==> config.mk <==
export PLATFORM = sky130hd
export DESIGN_NAME = gpmc_master
export DESIGN_NICKNAME = d
export VERILOG_FILES = /design/src/rtl/gpmc_master.sv
export SDC_FILE = /design/constraint.sdc
export NUM_CORES = 1
export LEC_CHECK = 0
export CAP_MARGIN = 10
export CORE_MARGIN = 2
export CORE_UTILIZATION = 50
export CTS_BUF_LIST = sky130_fd_sc_hd__clkbuf_2 sky130_fd_sc_hd__clkbuf_4 sky130_fd_sc_hd__clkbuf_8
export DETAILED_ROUTE_END_ITERATION = 7
export PLACE_DENSITY = 0.83
export SETUP_SLACK_MARGIN = 0.1
export SLEW_MARGIN = 20
export SYNTH_ARGS = -nofsm -noshare
export SYNTH_HDL_FRONTEND = slang
export SYNTH_SLANG_ARGS = --single-unit
==> constraint.sdc <==
create_clock -name clk -period 3.15 [get_ports clk]
set_clock_uncertainty 0.2 [all_clocks]
set_input_delay 0.4725 -clock clk [delete_from_list [all_inputs] [get_ports clk]]
set_output_delay 0.4725 -clock clk [all_outputs]
set_load 0.01 [all_outputs]
==> src/rtl/gpmc_master.sv <==
// GPMC initiator: turns valid/ready requests into asynchronous, address/data
// multiplexed single-word read or write bus cycles with parameterised timing.
module gpmc_master #(
    parameter int unsigned ADV_CYCLES    = 2,
    parameter int unsigned ACCESS_CYCLES = 4,
    parameter int unsigned HOLD_CYCLES   = 1,
    parameter int unsigned TURN_CYCLES   = 2,
    parameter int unsigned USE_WAIT      = 0
) (
    input  logic        clk,
    input  logic        rst_n,
    input  logic        req_valid,
    output logic        req_ready,
    input  logic        req_we,
    input  logic [15:0] req_addr,
    input  logic [15:0] req_wdata,
    output logic        rsp_valid,
    output logic [15:0] rsp_rdata,
    output logic [15:0] ad_o,
    output logic        ad_oe,
    input  logic [15:0] ad_i,
    output logic        ncs,
    output logic        nadv,
    output logic        noe,
    output logic        nwe,
    input  logic        wait_n
);

    typedef enum logic [2:0] {
        IDLE,
        ADDR,
        ADDR_HOLD,
        WR_ACCESS,
        RD_ACCESS,
        HOLD,
        TURN
    } state_t;

    state_t      state;
    logic [15:0] cnt;
    logic        we_q;
    logic [15:0] wdata_q;
    logic        stall;
    logic        access_done;

    assign req_ready   = (state == IDLE);
    assign stall       = (USE_WAIT != 0) && !wait_n;
    // WAIT is only honoured once the nominal access time has elapsed.
    assign access_done = (cnt == '0) && !stall;

    always_ff @(posedge clk or negedge rst_n) begin
        if (!rst_n) begin
            state     <= IDLE;
            cnt       <= '0;
            we_q      <= 1'b0;
            wdata_q   <= '0;
            rsp_valid <= 1'b0;
            rsp_rdata <= '0;
            ad_o      <= '0;
            ad_oe     <= 1'b0;
            ncs       <= 1'b1;
            nadv      <= 1'b1;
            noe       <= 1'b1;
            nwe       <= 1'b1;
        end else begin
            rsp_valid <= 1'b0;
            case (state)
                IDLE: begin
                    if (req_valid) begin
                        we_q    <= req_we;
                        wdata_q <= req_wdata;
                        ad_o    <= req_addr;
                        ad_oe   <= 1'b1;
                        ncs     <= 1'b0;
                        nadv    <= 1'b0;
                        cnt     <= 16'(ADV_CYCLES - 1);
                        state   <= ADDR;
                    end
                end
                ADDR: begin
                    if (cnt == '0) begin
                        nadv  <= 1'b1;
                        state <= ADDR_HOLD;
                    end else begin
                        cnt <= cnt - 16'd1;
                    end
                end
                ADDR_HOLD: begin
                    cnt <= 16'(ACCESS_CYCLES - 1);
                    if (we_q) begin
                        ad_o  <= wdata_q;
                        nwe   <= 1'b0;
                        state <= WR_ACCESS;
                    end else begin
                        ad_oe <= 1'b0;
                        noe   <= 1'b0;
                        state <= RD_ACCESS;
                    end
                end
                WR_ACCESS: begin
                    if (access_done) begin
                        nwe   <= 1'b1;
                        cnt   <= 16'(HOLD_CYCLES - 1);
                        state <= HOLD;
                    end else if (cnt != '0) begin
                        cnt <= cnt - 16'd1;
                    end
                end
                RD_ACCESS: begin
                    if (access_done) begin
                        rsp_rdata <= ad_i;
                        rsp_valid <= 1'b1;
                        noe       <= 1'b1;
                        cnt       <= 16'(HOLD_CYCLES - 1);
                        state     <= HOLD;
                    end else if (cnt != '0) begin
                        cnt <= cnt - 16'd1;
                    end
                end
                HOLD: begin
                    if (cnt == '0) begin
                        ncs   <= 1'b1;
                        ad_oe <= 1'b0;
                        cnt   <= 16'(TURN_CYCLES - 1);
                        state <= TURN;
                    end else begin
                        cnt <= cnt - 16'd1;
                    end
                end
                TURN: begin
                    if (cnt == '0) begin
                        state <= IDLE;
                    end else begin
                        cnt <= cnt - 16'd1;
                    end
                end
                default: state <= IDLE;
            endcase
        end
    end

endmodule
==> results.yml <==
die:
  core_area_um2: 6756
  pin_count: 92
  num_rows: 30
  die_w_um: 87.48
  die_area_um2: 7653
  initial_core_util: 0.5157
  die_h_um: 87.48
drt:
  initialDrtViolationCount: 237
  num_vias: 2881
  m1WireLength_um: 3479
  routed_wl_um: 8335
  drcViolationCount: 0
  wl_per_cell_um: 15.91
  first_pass_iters: 4
  wl_met3_um: 378
  viasPerCell: 5.498
  route.met2.wl_um: 4325
  route.antenna.remaining_nets: 0
  top_layer_used: "met4"
timing:
  slew_headroom: 0.5802
  setup_viol: 0
  whs_ns: 0.2617
  fin_crit_sh: 0.8774
  fmax_mhz: 361.8
  rsz0062_at_grt: "no"
  worstMarginPinSlew_ns: 0.6297
  drv_slew: 0
  tns_ns: 0
  min_period_ns: 2.764
  hold_violations: 0
critical_path:
  reg2reg_setup_slack_ns: 0.54
  crit_family: "buffers and inverters"
  start_kind: "register"
  crit_buf_inv: 3
  crit_path_max_fanout: 20
  worstPathCellList: "inv_1 -> nand2_1 -> inv_1 -> clkdlybuf4s50_1"
  slowest_delay_ns: 0.75
  cp_slowest_cell: "dfrtp_1"
  timing.rr.start: "cnt[0]$_DFFE_PN0P_"
  ff2ff_path_depth: 7
  arrival_ns: 2.09
  end_kind: "primary output"
  crit_path_frequent_cell: "inv_1"
  r2r-end: "cnt[2]$_DFFE_PN0P_"
  crit_type: "register to primary output"
  cp.required_ns: 2.48
power_and_ir_drop:
  design_power_total_mw: 3.674
  power_leakage_nw: 1.995
  switching_power_mw: 1.194
  share_seq_of_total_power: 0.433
  swShare: 0.3250
  peakVddDrop_v: 0.0003809
  powerDensity_nw_per_um2: 775.8
  intPower_mw: 2.480
  pwr-share-clk: 0.249
  combPwrFrac: 0.318
run_status:
  outcome: "complete, no violations"
synthesis:
  synth_edf_count: 0
  synth_cell_types: 51
  synth-seq-cells: 74
  synth_area_um2: 3485
  synth_top_area_frac: 0.5027
  yosysTopAreaCell: "dfrtp_1"
  synthTopCellsByArea: "dfrtp_1 50%, nand2_1 8.5%, mux2_2 5.5%"
  synth_top_flop_cell: "dfrtp_1"
  synth_nets: 400
  async_flop_share: 1.000
  ys.warnings.count: 0
  ys_seq_area_frac: 0.5329
  syn_inst: 345
  synth_area_per_cell_um2: 10.10
hold_path:
  hp-start: "ncs$_DFFE_PN1P_"
  hold_class: "register to register"
  min_path_cells: 2
  min_to: "ncs$_DFFE_PN1P_"
cts:
  clock_latency_ns: 0.34
  cts_root_buf: "clkbuf_8"
  cts_made_buffers: 9
  post_cts_buffers: 0
  cts_sinks: 74
  cts.clk_slew.worst_paths_ns: 0.07
  cts_tree: "yes"
  clockBufferDepth: 2
  cts_max_level: 3
global_routing:
  antenna_found_initial: 0
  grt_usage: 0.2370
  grt_pass1_wl_um: 14120
  grt_pass1_vias: 2968
  grt_max_degree: 36
  grt_overflow_total: 0
layout:
  num-nets-final: 494
  final_common_cell: "clkdlybuf4s50_1"
  area_delta_synth_final_pct: 35.91
  drive_gt1_frac: 0.1464
  antennaDiodeCount: 0
  layout_common_cells: "89 x clkdlybuf4s50_1, 79 x nand2_1, 70 x dfrtp_1, 26 x o21ai_0, 19 x nor2_1"
place:
  numPortBuffers: 90
  gp_congestion: 0.8199
  place_hpwl_um: 5744
job:
  max_cap_viol_count: 0
-- flip-flops by register name (all words and copies together) (netlist names) --
signal     count
wdata_q       16
noe            1
rsp_valid      1
state          3
nwe            1
ad_oe          1
cnt           16
we_q           1
rsp_rdata     16
ncs            1
nadv           1
ad_o          16
-- power by group through the flow --
stage	registers (mW)	clock network, mW	logic, mW
2_1_floorplan	1.54	0	0.722
3_3_place_gp	1.57	0	1.13
3_5_place_dp	1.60	0	1.17
4_1_cts	1.59	0.925	1.18
5_1_grt	1.64	0.960	1.30
6_report	1.59	0.913	1.17
-- cell usage after synthesis (3+ instances only) --
cell type and n:
mux2_2 17, or3_1 4, nand2_1 79, nor2_1 19, dfstp_2 4, nand4_1 8, a21oi_1 15, nor3_1 5
nor4_1 4, inv_1 5, o21ai_0 26, clkbuf_1 10, buf_2 6, mux2i_1 16, dfrtp_1 70, or4_1 3
xor2_1 6, o41ai_1 3
-- worst max-delay path by stage --
stage / endpoint / startpoint / cells after the start / slack [ns]
2_1_floorplan: cnt[10]$_DFFE_PN0P_ / cnt[0]$_DFFE_PN0P_ / 9 / 0.86
3_3_place_gp: cnt[8]$_DFFE_PN0P_ / cnt[0]$_DFFE_PN0P_ / 7 / 0.52
3_5_place_dp: cnt[2]$_DFFE_PN0P_ / cnt[0]$_DFFE_PN0P_ / 7 / 0.43
4_1_cts: cnt[2]$_DFFE_PN0P_ / cnt[0]$_DFFE_PN0P_ / 7 / 0.37
5_1_grt: cnt[14]$_DFFE_PN0P_ / cnt[0]$_DFFE_PN0P_ / 7 / 0.26
6_report: req_ready / state[2]$_DFFE_PN0P_ / 4 / 0.39
-- stage by stage --
| stage | setup WS [ns] | util | cell area [µm²] | std cells |
|---|---|---|---|---|
| 2_1_floorplan | 0.8572 | - | 3485 | 345 |
| 3_3_place_gp | 0.5217 | 0.6620 | 4473 | 507 |
| 3_5_place_dp | 0.4331 | 0.6620 | 4473 | 507 |
| 4_1_cts | 0.3737 | 0.7007 | 4735 | 524 |
| 5_1_grt | 0.2597 | 0.7009 | 4736 | 524 |
| 6_report | 0.3862 | 0.7009 | 4736 | 524 |
-- layer usage --
| metal | global-route usage | vias up |
|---|---|---|
| met1 | 0.2983 | 1392 |
| met2 | 0.3933 | 71 |
| li1 | - | 1402 |
| met3 | 0.05308 | 16 |
| met4 | 0.09930 | 0 |
| met5 | 0 | - |
-- tightest hold or removal path, delay by kind of cell (launching register included) --
family	cells	cell delay [ns]
simple gates	2	0.09
flops	1	0.38
-- layout make-up --
type | count | area, µm²
timing repair buffer | 100 | 973.4
clock inverter | 4 | 98.84
sequential | 74 | 1857
tap | 80 | 100.1
inverter | 6 | 22.52
clock buffer | 12 | 152.6
fill | 502 | 2021
multi-input combinational | 248 | 1531
-- repair_timing --
item                                    CTS  global route
gates resized for setup                   0             1
endpoints found under the setup margin    0            12
endpoints found under the hold margin    14             0
hold buffers                              1             0
-- cell families (layout without fill, tap and decap cells) --
group	Yosys count	in the layout	share of synthesized area
DFF	74	74	0.5329
buffers and inverters	23	122	0.02909
adders and majority gates	2	2	0.007180
and+or+nand+nor	144	144	0.2043
xor gates and xnor gates	6	6	0.01508
muxes	33	33	0.1009
AOI/OAI and AO/OA	63	63	0.1106
No activity file was read; power rests on OpenSTA's default activity.
